[src/rtl/conf_regfile_pkg.sv]
// Shared response codes, FSM encodings and sizing helper for the AXI configuration register file.
package conf_regfile_pkg;

    localparam logic [1:0] RESP_OKAY   = 2'b00;
    localparam logic [1:0] RESP_SLVERR = 2'b10;
    localparam logic [1:0] RESP_DECERR = 2'b11;

    typedef enum logic {WR_IDLE, WR_RESP} wr_state_e;
    typedef enum logic {RD_IDLE, RD_RESP} rd_state_e;

    // A single-register file still needs a 1-bit index so the ports stay legal.
    function automatic int idx_width(input int n);
        return (n > 1) ? $clog2(n) : 1;
    endfunction

endpackage

[src/rtl/conf_addr_decode.sv]
// Maps an AXI byte address onto a register index; hit only for aligned in-range addresses.
module conf_addr_decode
    import conf_regfile_pkg::*;
#(
    parameter int              ADDR_W    = 32,
    parameter logic [ADDR_W-1:0] BASE_ADDR = 32'h4000_0000,
    parameter int              REG_NUM   = 8,
    parameter int              IDX_W     = idx_width(REG_NUM)
) (
    input  logic [ADDR_W-1:0] addr,
    output logic              hit,
    output logic [IDX_W-1:0]  index
);

    logic [ADDR_W-1:0] offset;

    // Addresses below BASE_ADDR wrap to huge offsets and therefore miss.
    assign offset = addr - BASE_ADDR;
    assign hit    = (offset < ADDR_W'(4 * REG_NUM)) && (offset[1:0] == 2'b00);
    assign index  = offset[2 +: IDX_W];

endmodule

[src/rtl/axi_conf_regfile.sv]
// AXI4 slave register file: RW configuration registers with byte strobes, RO status registers,
// independent single-outstanding write and read channels.
module axi_conf_regfile
    import conf_regfile_pkg::*;
#(
    parameter logic [31:0]             BASE_ADDR = 32'h4000_0000,
    parameter int                      REG_NUM   = 8,
    parameter int                      DATA_W    = 32,
    parameter int                      ADDR_W    = 32,
    parameter int                      MST_ID_W  = 5,
    parameter logic [REG_NUM-1:0]        RO_MASK   = '0,
    parameter logic [REG_NUM*DATA_W-1:0] RST_VAL   = '0
) (
    input  logic                        clk,
    input  logic                        rst_n,
    input  logic [MST_ID_W-1:0]         s_awid_i,
    input  logic [ADDR_W-1:0]           s_awaddr_i,
    input  logic                        s_awvalid_i,
    output logic                        s_awready_o,
    input  logic [DATA_W-1:0]           s_wdata_i,
    input  logic [DATA_W/8-1:0]         s_wstrb_i,
    input  logic                        s_wvalid_i,
    output logic                        s_wready_o,
    output logic [MST_ID_W-1:0]         s_bid_o,
    output logic [1:0]                  s_bresp_o,
    output logic                        s_bvalid_o,
    input  logic                        s_bready_i,
    input  logic [MST_ID_W-1:0]         s_arid_i,
    input  logic [ADDR_W-1:0]           s_araddr_i,
    input  logic                        s_arvalid_i,
    output logic                        s_arready_o,
    output logic [MST_ID_W-1:0]         s_rid_o,
    output logic [DATA_W-1:0]           s_rdata_o,
    output logic [1:0]                  s_rresp_o,
    output logic                        s_rvalid_o,
    input  logic                        s_rready_i,
    output logic [REG_NUM*DATA_W-1:0]   conf_o,
    input  logic [REG_NUM*DATA_W-1:0]   stat_i,
    output logic [REG_NUM-1:0]          wr_pulse_o
);

    localparam int IDX_W  = idx_width(REG_NUM);
    localparam int STRB_W = DATA_W / 8;

    wr_state_e wr_state, wr_state_nxt;
    rd_state_e rd_state, rd_state_nxt;

    logic                      aw_held, w_held;
    logic [MST_ID_W-1:0]       awid_q;
    logic [ADDR_W-1:0]         awaddr_q;
    logic [DATA_W-1:0]         wdata_q;
    logic [STRB_W-1:0]         wstrb_q;

    logic                      aw_hs, w_hs, ar_hs, commit;
    logic [MST_ID_W-1:0]       wr_id;
    logic [ADDR_W-1:0]         wr_addr;
    logic [DATA_W-1:0]         wr_data;
    logic [STRB_W-1:0]         wr_strb;
    logic                      wr_hit, wr_ro, rd_hit;
    logic [IDX_W-1:0]          wr_idx, rd_idx;
    logic [1:0]                wr_resp;
    logic [DATA_W-1:0]         rd_word;
    logic                      rd_ro;

    logic [REG_NUM*DATA_W-1:0] conf_q;
    logic [REG_NUM-1:0]        wr_pulse_q;
    logic [MST_ID_W-1:0]       bid_q, rid_q;
    logic [1:0]                bresp_q, rresp_q;
    logic [DATA_W-1:0]         rdata_q;

    assign s_awready_o = (wr_state == WR_IDLE) && !aw_held;
    assign s_wready_o  = (wr_state == WR_IDLE) && !w_held;
    assign s_bvalid_o  = (wr_state == WR_RESP);
    assign s_arready_o = (rd_state == RD_IDLE);
    assign s_rvalid_o  = (rd_state == RD_RESP);

    assign aw_hs  = s_awvalid_i && s_awready_o;
    assign w_hs   = s_wvalid_i && s_wready_o;
    assign ar_hs  = s_arvalid_i && s_arready_o;
    assign commit = (wr_state == WR_IDLE) && (aw_held || aw_hs) && (w_held || w_hs);

    // The later half of the write pair arrives directly from the bus; the earlier one is held.
    assign wr_id   = aw_held ? awid_q   : s_awid_i;
    assign wr_addr = aw_held ? awaddr_q : s_awaddr_i;
    assign wr_data = w_held  ? wdata_q  : s_wdata_i;
    assign wr_strb = w_held  ? wstrb_q  : s_wstrb_i;

    conf_addr_decode #(
        .ADDR_W(ADDR_W), .BASE_ADDR(ADDR_W'(BASE_ADDR)), .REG_NUM(REG_NUM), .IDX_W(IDX_W)
    ) u_wr_dec (
        .addr(wr_addr), .hit(wr_hit), .index(wr_idx)
    );

    conf_addr_decode #(
        .ADDR_W(ADDR_W), .BASE_ADDR(ADDR_W'(BASE_ADDR)), .REG_NUM(REG_NUM), .IDX_W(IDX_W)
    ) u_rd_dec (
        .addr(s_araddr_i), .hit(rd_hit), .index(rd_idx)
    );

    always_comb begin
        wr_ro = 1'b0;
        for (int i = 0; i < REG_NUM; i++) begin
            if (wr_idx == IDX_W'(i)) wr_ro = RO_MASK[i];
        end
        if (!wr_hit)    wr_resp = RESP_DECERR;
        else if (wr_ro) wr_resp = RESP_SLVERR;
        else            wr_resp = RESP_OKAY;
    end

    // RW reads see the register before any same-edge commit lands.
    always_comb begin
        rd_word = '0;
        rd_ro   = 1'b0;
        for (int i = 0; i < REG_NUM; i++) begin
            if (rd_idx == IDX_W'(i)) begin
                rd_ro   = RO_MASK[i];
                rd_word = RO_MASK[i] ? stat_i[i*DATA_W +: DATA_W] : conf_q[i*DATA_W +: DATA_W];
            end
        end
    end

    always_comb begin
        wr_state_nxt = wr_state;
        case (wr_state)
            WR_IDLE: if (commit) wr_state_nxt = WR_RESP;
            WR_RESP: if (s_bready_i) wr_state_nxt = WR_IDLE;
            default: wr_state_nxt = WR_IDLE;
        endcase
    end

    always_comb begin
        rd_state_nxt = rd_state;
        case (rd_state)
            RD_IDLE: if (ar_hs) rd_state_nxt = RD_RESP;
            RD_RESP: if (s_rready_i) rd_state_nxt = RD_IDLE;
            default: rd_state_nxt = RD_IDLE;
        endcase
    end

    always_ff @(posedge clk or negedge rst_n) begin
        if (!rst_n) begin
            wr_state <= WR_IDLE;
            rd_state <= RD_IDLE;
        end else begin
            wr_state <= wr_state_nxt;
            rd_state <= rd_state_nxt;
        end
    end

    always_ff @(posedge clk or negedge rst_n) begin
        if (!rst_n) begin
            aw_held  <= 1'b0;
            w_held   <= 1'b0;
            awid_q   <= '0;
            awaddr_q <= '0;
            wdata_q  <= '0;
            wstrb_q  <= '0;
        end else if (commit) begin
            aw_held <= 1'b0;
            w_held  <= 1'b0;
        end else begin
            if (aw_hs) begin
                aw_held  <= 1'b1;
                awid_q   <= s_awid_i;
                awaddr_q <= s_awaddr_i;
            end
            if (w_hs) begin
                w_held  <= 1'b1;
                wdata_q <= s_wdata_i;
                wstrb_q <= s_wstrb_i;
            end
        end
    end

    always_ff @(posedge clk or negedge rst_n) begin
        if (!rst_n) begin
            conf_q     <= RST_VAL;
            wr_pulse_q <= '0;
            bid_q      <= '0;
            bresp_q    <= RESP_OKAY;
        end else begin
            wr_pulse_q <= '0;
            if (commit) begin
                bid_q   <= wr_id;
                bresp_q <= wr_resp;
                for (int i = 0; i < REG_NUM; i++) begin
                    if (wr_hit && !RO_MASK[i] && (wr_idx == IDX_W'(i))) begin
                        wr_pulse_q[i] <= 1'b1;
                        for (int k = 0; k < STRB_W; k++) begin
                            if (wr_strb[k]) conf_q[i*DATA_W + k*8 +: 8] <= wr_data[k*8 +: 8];
                        end
                    end
                end
            end
        end
    end

    always_ff @(posedge clk or negedge rst_n) begin
        if (!rst_n) begin
            rid_q   <= '0;
            rdata_q <= '0;
            rresp_q <= RESP_OKAY;
        end else if (ar_hs) begin
            rid_q   <= s_arid_i;
            rdata_q <= rd_hit ? rd_word : '0;
            rresp_q <= rd_hit ? RESP_OKAY : RESP_DECERR;
        end
    end

    assign conf_o     = conf_q;
    assign wr_pulse_o = wr_pulse_q;
    assign s_bid_o    = bid_q;
    assign s_bresp_o  = bresp_q;
    assign s_rid_o    = rid_q;
    assign s_rdata_o  = rdata_q;
    assign s_rresp_o  = rresp_q;

endmodule
[config.mk]
export PLATFORM = sky130hd
export DESIGN_NAME = axi_conf_regfile
export DESIGN_NICKNAME = d
export VERILOG_FILES = /design/src/rtl/conf_regfile_pkg.sv /design/src/rtl/conf_addr_decode.sv /design/src/rtl/axi_conf_regfile.sv
export SDC_FILE = /design/constraint.sdc
export NUM_CORES = 1
export LEC_CHECK = 0
export BUFFER_PORTS_ARGS = -buffer_cell sky130_fd_sc_hd__buf_2
export CORE_MARGIN = 3
export CORE_UTILIZATION = 25
export DETAILED_ROUTE_END_ITERATION = 16
export GPL_TIMING_DRIVEN = 0
export SLEW_MARGIN = 20
export SYNTH_ARGS = -nofsm -noshare
export SYNTH_HDL_FRONTEND = slang
export SYNTH_SLANG_ARGS = --single-unit
[constraint.sdc]
create_clock -name clk -period 2.65 [get_ports clk]
set_input_delay 0.1325 -clock clk [delete_from_list [all_inputs] [get_ports clk]]
set_output_delay 0.1325 -clock clk [all_outputs]
set_load 0.1 [all_outputs]
Word level (Yosys, flattened, before mapping)
Cells that the tools add are included.
W data, S select, Z words.
{ "word_totals": {"out_inout_bits": 315, "wordCells": 162, "regBits": 387, "inputBits": 373} }
{ "op_classes": {"n_reduce_logical": 61, "addsub": 2, "eq_ne": 14, "muxes": 34, "order_cmp": 2, "n_bitwise": 3} }
{ "op_table": {"columns": ["cell", "count"], "rows": [
  ["$mux W32", 11],
  ["$reduce_and A3 Y1", 32],
  ["$lt A32 B6 Y1 const B", 2],
  ["$sub A32 B31 Y32 const B", 2],
  ["$eq A3 B3 Y1 const B", 8],
  ["$logic_and A1 B1 Y1", 17],
  ["$mux W1", 16],
  ["$eq A3 B2 Y1 const B", 4],
  ["$mux W8", 1],
  ["$eq A3 B1 Y1 const B", 2],
  ["$logic_not A3 Y1", 2],
  ["$mux W5", 1],
  ["$logic_not A2 Y1", 2],
  ["$mux W2", 2],
  ["$mux W4", 1],
  ["$pmux W1 S2", 2],
  ["$reduce_and A2 Y1", 2],
  ["$reduce_bool A2 Y1", 2],
  ["$not A1 Y1", 3],
  ["$logic_not A1 Y1", 2],
  ["$logic_or A1 B1 Y1", 2]
]} }

Logic depth before layout (Yosys ltp)
{ "logic_depth": {"depth_word": 11, "depth_mapped": 8, "ltp_nobuf": 5} }

Modules after synthesis
From an unflattened synthesis, not the netlist that was laid out.
{ "unflattened": {"cells_unflattened": 1329, "hier_area_um2": 17621.9} }
{ "modules_own_cells": {"columns": ["mod", "area_per_inst_um2", "seq_area_each_um2", "cells_each", "instances"], "rows": [
  ["axi_conf_regfile", 17409.2, 9634.2, 1301, 1],
  ["conf_addr_decode", 106.4, 0.0, 14, 2]
]} }

Worst setup path before layout
Ideal clock, no wire load.
{ "synth_timing": {"path_type": "reg-to-reg", "start": "reg rd_state (netlist: s_rvalid_o)", "end": "reg rd_state (netlist: s_rvalid_o)", "stages_incl_launch_ff": 6, "setup_slack_ns": -0.100, "synth_period_minus_slack_ns": 2.750, "setup_ns": 0.163, "t_arrival_ns": 2.587, "required_time_ns": 2.487, "path_buffers": 2, "path_cell_list": "dfrtp_1 > inv_1 > nand2_1 > clkbuf_1 > clkbuf_1 > o21ai_0"} }
{ "synth_via": {"elab_chain_cells": 4} }
{ "synth_rtl": {"columns": ["element", "line_no", "source"], "rows": [
  ["start, declared", "axi_conf_regfile.sv:46", "rd_state_e rd_state, rd_state_nxt;"],
  ["start signal, assigned", "axi_conf_regfile.sv:146", "rd_state <= rd_state_nxt;"],
  ["$not A1 Y1 (*)", null, null],
  ["named net s_arready_o", "axi_conf_regfile.sv:31", "output logic s_arready_o,"],
  ["$logic_and A1 B1 Y1", "axi_conf_regfile.sv:79", "assign ar_hs = s_arvalid_i && s_arready_o;"],
  ["$mux W1", "axi_conf_regfile.sv:134", "RD_IDLE: if (ar_hs) rd_state_nxt = RD_RESP;"],
  ["$pmux W1 S2 (*)", "axi_conf_regfile.sv:133", "case (rd_state)"],
  ["named net rd_state_nxt", "axi_conf_regfile.sv:46", null]
]} }
Mark *: on every way through the listed nets, which the timed path passes. The rest lies on a longest branch.
A chain may end at the register's enable or synchronous reset.

Final worst setup path
{ "layout_timing": {"start": "reg wr_state (netlist: s_bvalid_o)", "end": "reg conf_q[162] (netlist: conf_o[162])"} }
{ "layout_via": {"elab_chain_cells": 7, "word_cells_on_any_way": 10, "cone_classes": "bitwise: 1; reduce/logical: 9"} }
{ "layout_rtl": {"columns": ["element", "line_no", "source"], "rows": [
  ["start, declared", "axi_conf_regfile.sv:45", "wr_state_e wr_state, wr_state_nxt;"],
  ["start signal, assigned", "axi_conf_regfile.sv:145", "wr_state <= wr_state_nxt;"],
  ["$not A1 Y1 (*)", null, null],
  ["$logic_and A1 B1 Y1", "axi_conf_regfile.sv:71", "assign s_awready_o = (wr_state == WR_IDLE) && !aw_held;"],
  ["$logic_and A1 B1 Y1", "axi_conf_regfile.sv:77", "assign aw_hs = s_awvalid_i && s_awready_o;"],
  ["$logic_or A1 B1 Y1", "axi_conf_regfile.sv:80", "assign commit = (wr_state == WR_IDLE) && (aw_held || aw_hs) && (w_held || w_hs);"],
  ["$logic_and A1 B1 Y1", "axi_conf_regfile.sv:80", null],
  ["$logic_and A1 B1 Y1 (*)", "axi_conf_regfile.sv:80", null],
  ["$reduce_and A3 Y1 (no source line) (*)", null, null],
  ["end signal, assigned by index", "axi_conf_regfile.sv:190", "if (wr_strb[k]) conf_q[i*DATA_W + k*8 +: 8] <= wr_data[k*8 +: 8];"],
  ["end, declared", "axi_conf_regfile.sv:65", "logic [REG_NUM*DATA_W-1:0] conf_q;"]
]} }
Every way passes the cells marked *; elsewhere a longest branch is shown, timed or not.

==> flow_summary.toml <==
[worst_setup_path]
cp-start-kind = "register"
critPathArrivalTime_ns = 2.98
cp-end-kind = "register"
critPathCapture = "conf_o[162]$_DFFE_PN0P_"
worst-path-stages = 6
cp_max_fo = 10
crit_family = "simple AND/OR/NAND/NOR gates"
reg2reg_depth = 6
crit_path_top_delay_cell = "dfrtp_1"
r2r_slack_ns = 0.13
worstReg2RegEnd = "conf_o[162]$_DFFE_PN0P_"
startpoint = "s_bvalid_o$_DFF_PN0_"
path_buf_inv = 1
slowest_delay_ns = 0.45
critPathKind = "reg2reg"
r2r_start = "s_bvalid_o$_DFF_PN0_"
required_ns = 3.11
crit_chain = "o21ba_2, o21ai_0, buf_4, nor2_8, nand3_2, mux2_2"

[timing]
fmax_mhz = 396
final-hold-violation-count = 0
min_period_ns = 2.52
relSlewSlack_pct = 22.3
drv_slew = 0
rsz0062_at_grt = "false"
fin_skew_ns = 0.0161
setup_viol = 0
worst_pin_slew_ns = 1.17
fin_ws_ns = 0.126
post-route-period-util_pct = 95.2

[placed_design]
io_buffers = 428
place_hpwl_um = 58400
placed_cells = 2758
routabilityCongestion = 0.817
dpl_worst_slack_ns = -0.733
place_area_sq_um = 21500

[yosys]
synth_warnings = 0
ys.flop_type = "dfrtp_1"
syn_avg_cell_area_sq_um = 13.0
syn_nets = 1758
yosysUniqueCellTypes = 50
async_flop_share_pct = 100
ys_ff_latch = 385
synth_area_sq_um = 18000
synth_edf_count = 0
yosysSeqAreaShare_pct = 53.6
synth_cells = 1385

[power]
comb_power_share_pct = 24.7
power_frac_clock_pct = 37.8
leakagePower_nw = 12.0
swShare_pct = 33.7
power_mw = 18.5
p_switching_mw = 6.24
power_density_nw_per_um2 = 769
vdd_drop_max_mv = 0.888
p_int_mw = 12.3
pwr-share-seq_pct = 37.5

[global_route]
grt_start_max_net_pins = 101
grtUsageTotal_pct = 21.2
grt_pass1_wl_um = 112000
antenna_found_initial = 8
grt-ovfl-total = 0
grt_pass1_vias = 14921

[run]
drv_cap = 0

[clock_tree]
root_buffer = "clkbuf_16"
htree_levels = 2
clk_latency_ns = 0.58
cts_max_path_buffers = 3
numCtsBuffers = 47
cts.sinks = 385
tritoncts = "done"
clk_pin_slew_ns = 0.06

[floorplan]
die_area_sq_um = 75200
rows = 97
pin_count = 688
die_y_um = 274
initial_core_util_pct = 25.5
core_region_area_sq_um = 70600
die_w_um = 274

[routing]
wl_per_cell_um = 27.8
vias_per_cell = 4.89
drt_first_pass_iters = 5
drc_errors = 0
drtIter0Drc = 747
drt_wl_total_um = 81700
vias = 14377
final_antenna_net_count = 0

[run_status]
status = "finished, final reports clean"

[layout]
final_nets = 2328
fin_area_sq_um = 24100
stdcell_count = 2941
drive_above_1_share_pct = 49.0
area_growth_pct = 33.9

[hold_path]
holdCritPathClass = "in2async"
layout make-up:
class / instances / area (sq um)
repair buffers: 522 / 3160
diodes: 8 / 20.0
clock buffers: 63 / 1320
flip-flops and latches: 385 / 9640
multi-input cells: 919 / 7980
inverters: 6 / 26.3
well taps: 940 / 1180
plain buffers: 74 / 407
fillers: 7051 / 46600
clock inverters: 24 / 364
flip-flops by register name (all words and copies together) (netlist names):
register / cells
aw_held: 1
awaddr_q: 32
awid_q: 5
conf_o: 256
s_bid_o: 5
s_bresp_o: 1
s_bvalid_o: 1
s_rdata_o: 32
s_rid_o: 5
s_rresp_o: 1
s_rvalid_o: 1
w_held: 1
wdata_q: 32
wr_pulse_o: 8
wstrb_q: 4
layer usage:
metal  vias up  global-route usage (%)  wire length, um
met2       591                    35.8            39000
met4         4                    6.17             2370
met1      7372                    25.2            32300
met5         -                       0               27
met3       130                    7.87             7970
li1       6280                       -                -
power by group through the flow:
stage	clock, mW	combinational (mW)	sequential [mW]
3_5_place_dp	0	4.47	7.03
2_1_floorplan	0	2.37	7.65
6_report	7.01	4.57	6.94
3_3_place_gp	0	4.33	6.98
5_1_grt	7.40	4.88	7.02
4_1_cts	7.18	4.61	6.94
stage by stage:
stage / TNS [ns] / hold WS, ns / utilization (%)
floorplan: 0 / -0.163 / -
global placement: -2450.54 / 0.318 / 30.2
detailed placement: -24.61 / 0.125 / 30.4
CTS: 0 / 0.0825 / 34.0
global route: 0 / 0.133 / 34.1
finish: 0 / 0.102 / 34.1
synth_stat cells, types with 13 or more instances:
master | count | area, sq um
a21boi_0 | 21 | 158
a21o_1 | 22 | 165
a21oi_1 | 63 | 315
a221oi_1 | 13 | 114
buf_2 | 15 | 75.1
clkbuf_1 | 37 | 139
dfrtp_1 | 385 | 9630
mux2_2 | 366 | 4120
mux2i_1 | 53 | 531
nand2_1 | 62 | 233
nand2b_1 | 32 | 200
nand3_4 | 26 | 455
nor2_1 | 39 | 146
nor2b_1 | 14 | 87.6
nor4_1 | 16 | 100
o21ai_0 | 60 | 300
o31ai_1 | 29 | 218
worst register-to-register path, cell delays in order, from the launching register on:
cell and delay [ns]:
dfrtp_1 0.45, o21ba_2 0.27, o21ai_0 0.16, buf_4 0.27, nor2_8 0.37, nand3_2 0.46, mux2_2 0.42
worst min-delay path by stage:
stage	from	endpoint	slack (ns)	depth (start not counted)
floorplan	rst_n	aw_held$_DFFE_PN0P_	-0.16	0
global route	rst_n	wdata_q[24]$_DFFE_PN0P_	0.13	2
CTS	rst_n	conf_o[124]$_DFFE_PN0P_	0.08	2
global placement	s_rready_i	s_rvalid_o$_DFF_PN0_	0.32	2
finish	rst_n	conf_o[123]$_DFFE_PN0P_	0.10	2
detailed placement	rst_n	conf_o[123]$_DFFE_PN0P_	0.13	1
logic make-up (layout without fill, tap and decap cells):
group / count (synthesis) / after routing / share of synthesized area [%]
muxes: 419 / 419 / 25.9
DFF: 385 / 385 / 53.6
AOI/OAI and AO/OA: 259 / 259 / 9.25
and+or+nand+nor: 241 / 241 / 9.13
buffers and inverters: 81 / 689 / 2.19
other: 0 / 8 / 0
cells in the final DEF, fill, tap and decap left out, types with 8 or more instances in the layout:
cell type | netlist | final
nor2b_1 | 14 | 13
o22ai_1 | 10 | 10
nor4_1 | 16 | 14
bufinv_16 | 0 | 8
o31ai_1 | 29 | 29
a21boi_0 | 21 | 21
a21oi_1 | 63 | 63
a21o_1 | 22 | 22
buf_2 | 15 | 446
nand3_4 | 26 | 26
o221ai_1 | 10 | 10
nor3b_1 | 10 | 10
clkbuf_1 | 37 | 34
dfrtp_1 | 385 | 384
nand2b_1 | 32 | 32
clkbuf_2 | 0 | 10
nor2_1 | 39 | 38
clkbuf_16 | 0 | 48
o21bai_1 | 10 | 10
diode_2 | 0 | 8
o21ai_0 | 60 | 60
dlygate4sd3_1 | 0 | 84
nand2_1 | 62 | 62
buf_4 | 5 | 10
mux2i_1 | 53 | 52
mux2_2 | 366 | 366
a211oi_1 | 10 | 10
a221oi_1 | 13 | 13
repair_timing:
action                                 4_1_cts  5_1_grt
endpoints found under the hold margin      286        0
buffers inserted                             0        5
hold buffers                                84        0
pin swaps                                    0        1
setup endpoints to repair                  281       12
gates resized for setup                      8        6
Power figures use the tool's default switching activity.
